**config.mk**
```make
export PLATFORM = sky130hd
export DESIGN_NAME = hazard_ctrl
export DESIGN_NICKNAME = d
export VERILOG_FILES = /design/src/rtl/hazard_ctrl.sv
export SDC_FILE = /design/constraint.sdc
export NUM_CORES = 1
export LEC_CHECK = 0
export BUFFER_PORTS_ARGS = -buffer_cell sky130_fd_sc_hd__buf_2
export CAP_MARGIN = 20
export CORE_AREA = 5 5 90 92
export CTS_CLUSTER_DIAMETER = 120
export DETAILED_ROUTE_END_ITERATION = 8
export DIE_AREA = 0 0 95 97
export PLACE_DENSITY_LB_ADDON = 0.05
export SYNTH_ARGS = -nofsm -noshare
export SYNTH_HDL_FRONTEND = slang
export SYNTH_SLANG_ARGS = --single-unit
```
**constraint.sdc**
```tcl
create_clock -name clk -period 2 [get_ports clk]
set_clock_uncertainty 0.05 [all_clocks]
set_input_delay 0.2 -clock clk [delete_from_list [all_inputs] [get_ports clk]]
set_output_delay 0.2 -clock clk [all_outputs]
set_load 0.02 [all_outputs]
```
**src/rtl/hazard_ctrl.sv**
```systemverilog
// Hazard/forwarding controller: tracks E/M/W destinations and Tnew, raises the
// D-stage stall, drives forwarding selects and owns the mult/div busy counter.
module hazard_ctrl #(
  parameter int MULT_CYCLES = 5,
  parameter int DIV_CYCLES  = 10,
  parameter int T_W         = 3
) (
  input  logic           clk,
  input  logic           reset,
  input  logic [4:0]     d_raddr0,
  input  logic [4:0]     d_raddr1,
  input  logic [4:0]     d_waddr,
  input  logic [T_W-1:0] d_tuse0,
  input  logic [T_W-1:0] d_tuse1,
  input  logic [T_W-1:0] d_tnew,
  input  logic           d_md_use,
  input  logic           d_md_start,
  input  logic           d_md_div,
  output logic           stall,
  output logic [1:0]     fwd_d0,
  output logic [1:0]     fwd_d1,
  output logic [1:0]     fwd_e0,
  output logic [1:0]     fwd_e1,
  output logic           fwd_m1,
  output logic           md_busy
);

  localparam int MAXC = (DIV_CYCLES > MULT_CYCLES) ? DIV_CYCLES : MULT_CYCLES;
  localparam int CW   = $clog2(MAXC + 1);
  localparam logic [CW-1:0] MULT_LD  = CW'(MULT_CYCLES);
  localparam logic [CW-1:0] DIV_LD   = CW'(DIV_CYCLES);
  localparam logic [CW-1:0] CNT_ZERO = {CW{1'b0}};
  localparam logic [CW-1:0] CNT_ONE  = CW'(1);
  localparam logic [T_W-1:0] T_ZERO  = {T_W{1'b0}};
  localparam logic [T_W-1:0] T_ONE   = T_W'(1);
  localparam logic [T_W-1:0] T_STORE = T_W'(2);

  logic [4:0]     e_waddr_r, e_raddr0_r, e_raddr1_r, m_waddr_r, m_raddr1_r, w_waddr_r;
  logic [T_W-1:0] e_tnew_r, m_tnew_r;
  logic           e_store_r, m_store_r, e_md_start_r, e_md_div_r;
  logic [CW-1:0]  md_cnt_r;
  logic           stall_s;

  function automatic logic [T_W-1:0] sat_dec(input logic [T_W-1:0] x);
    if (x == T_ZERO) sat_dec = T_ZERO;
    else             sat_dec = x - T_ONE;
  endfunction

  // A source stalls only if an in-flight producer in E or M is not ready by its Tuse.
  function automatic logic data_hazard(input logic [4:0] ra, input logic [T_W-1:0] tuse,
                                       input logic [4:0] ew, input logic [T_W-1:0] et,
                                       input logic [4:0] mw, input logic [T_W-1:0] mt);
    if (ra == 5'd0)                   data_hazard = 1'b0;
    else if (ew == ra && et > tuse)   data_hazard = 1'b1;
    else if (mw == ra && mt > tuse)   data_hazard = 1'b1;
    else                              data_hazard = 1'b0;
  endfunction

  function automatic logic [1:0] d_sel(input logic [4:0] ra,
                                       input logic [4:0] ew, input logic [T_W-1:0] et,
                                       input logic [4:0] mw, input logic [T_W-1:0] mt,
                                       input logic [4:0] ww);
    if (ra == 5'd0)    d_sel = 2'd0;
    else if (ew == ra) d_sel = (et == T_ZERO) ? 2'd1 : 2'd0;
    else if (mw == ra) d_sel = (mt == T_ZERO) ? 2'd2 : 2'd0;
    else if (ww == ra) d_sel = 2'd3;
    else               d_sel = 2'd0;
  endfunction

  function automatic logic [1:0] e_sel(input logic [4:0] ra,
                                       input logic [4:0] mw, input logic [T_W-1:0] mt,
                                       input logic [4:0] ww);
    if (ra == 5'd0)    e_sel = 2'd0;
    else if (mw == ra) e_sel = (mt == T_ZERO) ? 2'd1 : 2'd0;
    else if (ww == ra) e_sel = 2'd2;
    else               e_sel = 2'd0;
  endfunction

  assign md_busy = (md_cnt_r != CNT_ZERO);

  // Stall and forwarding select decode.
  always_comb begin
    stall_s = 1'b0;
    fwd_d0  = 2'd0;
    fwd_d1  = 2'd0;
    fwd_e0  = 2'd0;
    fwd_e1  = 2'd0;
    fwd_m1  = 1'b0;
    stall_s = data_hazard(d_raddr0, d_tuse0, e_waddr_r, e_tnew_r, m_waddr_r, m_tnew_r)
            | data_hazard(d_raddr1, d_tuse1, e_waddr_r, e_tnew_r, m_waddr_r, m_tnew_r)
            | (d_md_use & (e_md_start_r | md_busy));
    fwd_d0  = d_sel(d_raddr0, e_waddr_r, e_tnew_r, m_waddr_r, m_tnew_r, w_waddr_r);
    fwd_d1  = d_sel(d_raddr1, e_waddr_r, e_tnew_r, m_waddr_r, m_tnew_r, w_waddr_r);
    fwd_e0  = e_sel(e_raddr0_r, m_waddr_r, m_tnew_r, w_waddr_r);
    fwd_e1  = e_sel(e_raddr1_r, m_waddr_r, m_tnew_r, w_waddr_r);
    if (m_store_r && m_raddr1_r != 5'd0 && m_raddr1_r == w_waddr_r) fwd_m1 = 1'b1;
    else                                                             fwd_m1 = 1'b0;
  end

  assign stall = stall_s;

  // Pipeline tracking registers; E takes a bubble while D is stalled.
  always_ff @(posedge clk or posedge reset) begin
    if (reset) begin
      e_waddr_r    <= 5'd0;
      e_raddr0_r   <= 5'd0;
      e_raddr1_r   <= 5'd0;
      e_tnew_r     <= T_ZERO;
      e_store_r    <= 1'b0;
      e_md_start_r <= 1'b0;
      e_md_div_r   <= 1'b0;
      m_waddr_r    <= 5'd0;
      m_raddr1_r   <= 5'd0;
      m_tnew_r     <= T_ZERO;
      m_store_r    <= 1'b0;
      w_waddr_r    <= 5'd0;
    end else begin
      if (stall_s) begin
        e_waddr_r    <= 5'd0;
        e_raddr0_r   <= 5'd0;
        e_raddr1_r   <= 5'd0;
        e_tnew_r     <= T_ZERO;
        e_store_r    <= 1'b0;
        e_md_start_r <= 1'b0;
        e_md_div_r   <= 1'b0;
      end else begin
        e_waddr_r    <= d_waddr;
        e_raddr0_r   <= d_raddr0;
        e_raddr1_r   <= d_raddr1;
        e_tnew_r     <= sat_dec(d_tnew);
        e_store_r    <= (d_tuse1 == T_STORE);
        e_md_start_r <= d_md_start;
        e_md_div_r   <= d_md_start & d_md_div;
      end
      m_waddr_r  <= e_waddr_r;
      m_raddr1_r <= e_raddr1_r;
      m_tnew_r   <= sat_dec(e_tnew_r);
      m_store_r  <= e_store_r;
      w_waddr_r  <= m_waddr_r;
    end
  end

  // MD busy counter: loads as mult/div leaves E, then counts down regardless of stall.
  always_ff @(posedge clk or posedge reset) begin
    if (reset)                     md_cnt_r <= CNT_ZERO;
    else if (e_md_start_r)         md_cnt_r <= e_md_div_r ? DIV_LD : MULT_LD;
    else if (md_cnt_r != CNT_ZERO) md_cnt_r <= md_cnt_r - CNT_ONE;
    else                           md_cnt_r <= md_cnt_r;
  end

endmodule

```
Yosys cells after proc, flatten, opt, wreduce, memory -nomap -nowiden. Cells that the tools add are included.

$add $sub $neg: 3. Order comparisons: 4. Bitwise logic cells: 5. Reduce and logical (&&, ||, !) cells: 16. Eq/ne operators: 12. Mux-type cells: 36.

Operators by type and width (count): $eq A5 B5 Y1 (11); $mux W2 (15); $logic_not A5 Y1 (4); $mux W5 (3); $gt A3 B3 Y1 (4); $mux W1 (12); $mux W4 (3); $logic_not A3 Y1 (3); $mux W3 (3); $logic_and A1 B1 Y1 (6); $sub A3 B1 Y3 const B (2); $reduce_bool A5 Y1 (1); $reduce_bool A4 Y1 (1); $sub A4 B1 Y4 const B (1); $eq A3 B2 Y1 const B (1); $or A1 B1 Y1 (3); $and A1 B1 Y1 (2); $reduce_bool A2 Y1 (1).

Register bits: 44. Logic and storage cells: 89. Input bits: 29.

Longest topological paths before layout. Gate-level depths: netlist of run 1.

Depth after elaboration: 8. Gate-level depth with buffers: 8.

Least setup slack after synthesis of run 1. Ideal clock, no wire load.

Path type: register to output. From: register e_tnew_r[1]. To: output port stall. Arrival: 1.768 ns. Slack: -0.018 ns. Path buffers: 0. Cell stages (with the launch flop): 7. Cells stage by stage: dfrtp_1 > ha_1 > and2b_2 > o21ai_4 > a211oi_2 > a22o_4 > or3_1.

Cells in the longest elaborated chain, start to end: 6.

RTL lines: start, declared (RTL line 39) `logic [T_W-1:0] e_tnew_r, m_tnew_r;`; start signal, assigned (RTL line 130) `e_tnew_r <= sat_dec(d_tnew);`; $gt A3 B3 Y1 (RTL line 54) `else if (ew == ra && et > tuse) data_hazard = 1'b1;`; $logic_and A1 B1 Y1 (RTL line 54); $mux W1 (RTL line 54); $mux W1 (RTL line 53) `if (ra == 5'd0) data_hazard = 1'b0;`; $or A1 B1 Y1 * (RTL line 90) `| data_hazard(d_raddr1, d_tuse1, e_waddr_r, e_tnew_r, m_waddr_r, m_tnew_r)`; $or A1 B1 Y1 * (RTL line 91) `| (d_md_use & (e_md_start_r | md_busy));`; end, declared (RTL line 19) `output logic stall,`.

Every way passes the cells marked *; elsewhere a longest branch is shown, timed or not.

Worst setup path after layout of run 1. Same ends and word-level chain as after synthesis.

==> impl_metrics.toml, run 1 <==
[setup_path]
start_kind = "flip-flop"
crit_chain = "ha_1, and2b_2, o21ai_4, a211oi_2, a22o_4, or3_4, buf_6"
reg2reg_slack_ns = -0.09
worstPathArrival_ns = 2.18
timing.setup.critical_path_class = "reg -> out"
endpoint = "stall"
reg2regPathDepth = 7
cpPeakStageDelay_ns = 0.41
critical_path_peak_fanout = 3
regToRegEndpoint = "e_raddr0_r[2]"
r2r_start = "e_tnew_r[1]"
worstPathRequired_ns = 1.75
crit_start = "e_tnew_r[1]"
setup.worst_path.end_class = "primary output"
critPathSlowestCell = "dfrtp_1"

[global_route]
number_of_antenna_violations_at_the_first_check_in_global_routing = 0
grt_first_pass_wirelength_mm = 11.4
first_global_vias = 2284
grtUsageTotal = 0.156
largest_net_degree_at_the_start_of_global_routing = 45
overflow = 0

[clocking]
root_buf_cell = "clkbuf_8"
cts.sink_count = 44
cts.path.max_buffers = 2
tritoncts = "done"
insertion_delay_ns = 0.30
ctsHtreeMaxLevel = 2
numCtsBuffers = 5
cts.clk_slew.worst_paths_ns = 0.09

[cells_and_area]
design.final.nets = 389
finalInstanceArea_sq_um = 3720
mostFrequentLayoutCell = "buf_4"
finish.utilization = 0.521
most-common-layout-cells = "buf_4 (50), dfrtp_1 (41), xor2_1 (31)"
drive_gt1_frac = 0.423
area.growth.synth_to_final_pct = 33.0
fillers = 672
antenna_cell_count = 0

[run]
number_of_max_capacitance_violations_reported = 0

[power]
power.static_leakage_nw = 1.75
p_seq_frac = 0.399
switchingPower_mw = 0.934
cell_pwr_density_nw_per_um2 = 776
cell_internal_pwr_mw = 1.95
clockPowerShare = 0.237
switching_power_as_a_share_of_total_power = 0.323
max-vdd-ir-drop_v = 0.000385
p_comb_frac = 0.364

[worst_hold_path]
hold_class = "in -> reg"

[place]
port_buffers = 39
dpl_cell_area_sq_um = 3330
gp_congestion = 0.755
detail_placement_hpwl_mm = 4.90

[drt]
ant_nets = 0
drt_iter0_markers = 47
routed_via_density = 4.80
avg_wl_per_cell_um = 15.2
first_pass_iters = 4
drt_drc_violations_left = 0
route.vias.total = 2120
wirelength_mm = 6.71

[yosys]
synth_top_area_share = 0.394
synth-seq-area-share = 0.394
synth_enable_flop_cells = 0
postSynth.topFlopCell = "dfrtp_1"
synth.lib_cells_used.distinct = 41
mappedNetlistArea_sq_um = 2800
ys_async_sr_fraction = 1.00
yosysWarningCount = 0
yosys-top-cells-area = "dfrtp_1 (39%), xor2_1 (9.7%), nor4b_2 (9.1%)"
synth_area_per_cell_sq_um = 10.9
synthDominantAreaCellType = "dfrtp_1"
register_bit_count_reported_by_yosys = 44
post_synth_inst_count = 257
syn-num-nets = 304

[floorplan]
die_area_sq_um = 9220
std_cell_rows = 31
core_sq_um = 7140
floorplan.io_pins = 40
dieWidth_um = 95
initial_core_util = 0.392
floorplan.die.height_um = 97

[sta]
period_share = 1.21
setup-violations-final = 26
rsz0062_at_grt = "yes"
timing_max_transition_violations_final = 0
final_critical_path_setup_slack_ns = -0.427
max_slew_margin = 0.620
max_freq_mhz = 412
period_minus_slack_ns = 2.43
worst_slew_pin_slew_ns = 0.570
fin_hold_viols = 0

[run_status]
violations = "setup timing"
status = "finished, violations left"
-- how the worst min path moves through the flow --
stage / from / endpoint / slack (ns) / cells after the start
floorplan: d_md_div / e_md_div_r / 0.28 / 2
global placement: e_store_r / m_store_r / 0.29 / 0
detailed placement: e_store_r / m_store_r / 0.29 / 0
CTS: d_md_div / e_md_div_r / 0.06 / 3
global route: d_md_div / e_md_div_r / 0.08 / 3
finish: d_md_div / e_md_div_r / 0.07 / 3
-- synth_stat cells, drive strengths merged, types with 4 or more instances --
cell type,instances
a21oi,6
buf,4
or4,4
o21ai,5
nor4,6
xnor2,25
ha,18
inv,18
or3,4
dfrtp,44
nor4b,18
xor2,31
nor3,15
nand2,4
clkbuf,8
nand3,9
nor2,10
-- power groups by stage --
stage	Sequential, mW	Combinational [mW]	Clock [mW]
floorplan	1.13	0.661	0
global placement	1.19	0.908	0
detailed placement	1.18	0.916	0
CTS	1.16	1.01	0.702
global route	1.17	1.17	0.747
finish	1.15	1.05	0.684
-- flip-flops by register name (all words and copies together) (netlist names) --
name          cells
m_tnew_r          3
e_md_div_r        1
e_store_r         1
e_md_start_r      1
md_cnt_r          4
e_waddr_r         5
e_raddr1_r        5
m_waddr_r         5
e_raddr0_r        5
w_waddr_r         5
e_tnew_r          3
m_store_r         1
m_raddr1_r        5
-- logic make-up (layout without fill, tap and decap cells) --
kind of cell             Yosys count  count (layout)  share of synthesized area
AO/OA/AOI/OAI                     23              23                     0.0626
XOR/XNOR                          56              56                      0.175
adder cells (fa/ha/maj)           18              18                     0.0805
buffers and inverters             30             116                     0.0465
flip-flops                        44              44                      0.394
multiplexers                       2               2                    0.00805
AND/OR/NAND/NOR                   84              84                      0.233
-- cell type report --
class / instances / area (sq um) / share of cell area
sequential: 44 / 1100 / 0.297
clock buffer: 6 / 72.6 / 0.0195
timing repair buffer: 90 / 637 / 0.171
multi-input combinational: 183 / 1680 / 0.452
clock inverter: 2 / 35.0 / 0.00941
inverter: 18 / 67.6 / 0.0182
tap: 99 / 124 / 0.0333
-- critical path: cells and delay by family (launching register included) --
kind / cells / cell delay, ns
buffers and inverters: 1 / 0.14
AND/OR/NAND/NOR: 2 / 0.58
flip-flops: 1 / 0.41
AO/OA/AOI/OAI: 3 / 0.47
adder cells (fa/ha/maj): 1 / 0.28
-- per-stage QoR --
step	setup TNS [ns]	total power [mW]	std cells	hold WS (ns)	setup slack [ns]
global placement	-2.12	2.10	416	0.288	-0.191
floorplan	0	1.80	257	0.278	0.0231
global route	-4.78	3.10	442	0.0800	-0.518
finish	-1.96	2.89	442	0.0749	-0.427
detailed placement	-1.84	2.10	416	0.291	-0.160
CTS	-2.57	2.87	436	0.0625	-0.453
-- what timing repair did --
item | in CTS | in global routing
buffers inserted | 12 | 6
endpoints found under the hold margin | 7 | 0
hold buffers | 1 | 0
endpoints found under the setup margin | 28 | 30
pin swaps | 16 | 22
resized for setup | 26 | 14
-- layer usage --
layer | wire length [um] | share of wire | up-vias | GRT usage
li1 | - | - | 1058 | -
met1 | 2890 | 0.43 | 1022 | 0.195
met2 | 3530 | 0.53 | 31 | 0.273
met3 | 169 | 0.025 | 9 | 0.0264
met4 | 114 | 0.017 | 0 | 0.0455
met5 | 0 | 0 | - | 0
Note: power is estimated with default switching activity, not from simulation.
==> run 2, diff against run 1 <==
Settings changed: SKIP_CTS_REPAIR_TIMING from default to 1.
==> run 2 against run 1 <==
Against the previous run: the run ends with hold timing, setup timing left; wire length up 1.5%; cell count decreased by 0.90%; core utilization is essentially flat; critical path depth unchanged; first-iteration DRC count grew 30%; via count is 0.71% lower; die area unchanged; clock-buffer cell count stayed put; power increased by 0.78%; combinational power is essentially flat; critical path type unchanged; largest cell class unchanged.
==> impl_metrics.toml, run 2 (same netlist as run 1, synthesis figures left out) <==
[sta]
whs_ns = -0.0168
period_minus_slack_ns = 2.45
period_share = 1.22
rsz0062_at_grt = "yes"
fin_hold_viols = 44
max_slew_margin = 0.623
worst_slew_pin_slew_ns = 0.565
final_critical_path_setup_slack_ns = -0.449
timing_max_transition_violations_final = 0
setup-violations-final = 27
max_freq_mhz = 408

[cells_and_area]
seqCellArea_sq_um = 1110
most-common-layout-cells = "buf_4 (44), dfrtp_1 (38), buf_2 (31)"
stdcell_count = 438
fillers = 681
mostFrequentLayoutCell = "buf_4"
area.growth.synth_to_final_pct = 33.1
multi_input_comb_area_sq_um = 1710
design.final.nets = 385
finalInstanceArea_sq_um = 3720
drive_gt1_frac = 0.440
antenna_cell_count = 0

[place]
post-place-cells = 416
dpl_cell_area_sq_um = 3330
detail_placement_hpwl_mm = 4.90
port_buffers = 39
gp_congestion = 0.755

[setup_path]
worstPathArrival_ns = 2.20
start_kind = "flip-flop"
reg2regPathDepth = 7
setup.worst_path.end_class = "primary output"
crit_start = "e_tnew_r[1]"
regToRegEndpoint = "e_raddr0_r[2]"
worstPathRequired_ns = 1.75
timing.setup.critical_path_class = "reg -> out"
r2r_start = "e_tnew_r[1]"
critical_path_peak_fanout = 4
reg2reg_slack_ns = -0.11

[power]
cell_pwr_density_nw_per_um2 = 782
power.static_leakage_nw = 1.74
max-vdd-ir-drop_v = 0.000384

[clocking]
cts.sink_count = 44
cts.path.max_buffers = 2
insertion_delay_ns = 0.30
root_buf_cell = "clkbuf_8"
cts.clk_slew.worst_paths_ns = 0.09
tritoncts = "done"
ctsHtreeMaxLevel = 2
numCtsBuffers = 5

[global_route]
first_global_vias = 2238
grt_first_pass_wirelength_mm = 11.2
largest_net_degree_at_the_start_of_global_routing = 45
number_of_antenna_violations_at_the_first_check_in_global_routing = 0
overflow = 0
grtUsageTotal = 0.153

[floorplan]
floorplan.io_pins = 40
initial_core_util = 0.392
core_sq_um = 7140
dieWidth_um = 95
floorplan.die.height_um = 97
std_cell_rows = 31
die_area_sq_um = 9220

[run]
number_of_max_capacitance_violations_reported = 0

[drt]
first_pass_iters = 4
drt_drc_violations_left = 0
ant_nets = 0
wirelength_mm = 6.81
routed_via_density = 4.81
avg_wl_per_cell_um = 15.6
drt_iter0_markers = 61
route.vias.total = 2105

[run_status]
status = "finished, violations left"
violations = "hold timing, setup timing"

[worst_hold_path]
hold_class = "in -> async"
## run 2: cell count changes in the layout (fill, tap and decap cells not counted), moves of 2 or more
cell     change
nor2_2       -2
nor2_4       +2
dfrtp_1      -3
buf_4        -6
dfrtp_2      +3
buf_6        +2
nor3_2       +2
## run 2: worst max path at each step
| stage | cells after the start | to | slack, ns |
|---|---|---|---|
| after CTS | 7 | stall | -0.49 |
| after global routing | 7 | stall | -0.54 |
| after floorplan | 6 | stall | 0.02 |
| after detailed placement | 8 | stall | -0.16 |
| final | 7 | stall | -0.45 |
| after global placement | 8 | stall | -0.19 |
## run 2: metal layers
metal,vias to the layer above,GRT usage,wire (um),share of wire
met3,9,0.0264,146,0.021
met4,0,0.0455,114,0.017
met5,-,0,0,0
li1,1048,-,-,-
met1,1019,0.194,2910,0.43
met2,29,0.262,3650,0.53
## run 2: layout make-up
cell class | count | area share
clock inverter | 2 | 0.00941
timing repair buffer | 86 | 0.164
inverter | 18 | 0.0182
tap | 99 | 0.0333
multi-input combinational | 183 | 0.458
clock buffer | 6 | 0.0195
sequential | 44 | 0.298
## run 2: worst max-delay path, stage by stage, from the launching register on
cell and delay [ns]:
dfrtp_1 0.43, ha_1 0.31, and2b_2 0.21, o21ai_4 0.11, a211oi_2 0.09, a22o_4 0.25
or3_4 0.37, buf_6 0.14
## run 2: metrics by stage
stage	power, mW	hold slack [ns]	utilization	setup slack, ns	setup TNS [ns]
final	2.91	-0.0168	0.522	-0.449	-2.42
after global routing	3.12	0.0309	0.522	-0.543	-5.28
after CTS	2.79	-0.00195	0.481	-0.490	-3.72
after global placement	2.10	0.288	0.466	-0.191	-2.12
after floorplan	1.80	0.278	-	0.0231	0
after detailed placement	2.10	0.291	0.466	-0.160	-1.84
## run 2: power breakdown
part	leakage [nW]	internal, mW	switching [mW]	total (mW)
combinational	1.12	0.566	0.499	1.06
sequential	0.557	1.03	0.138	1.16
clock	0.0552	0.371	0.309	0.680
total	1.74	1.96	0.946	2.91
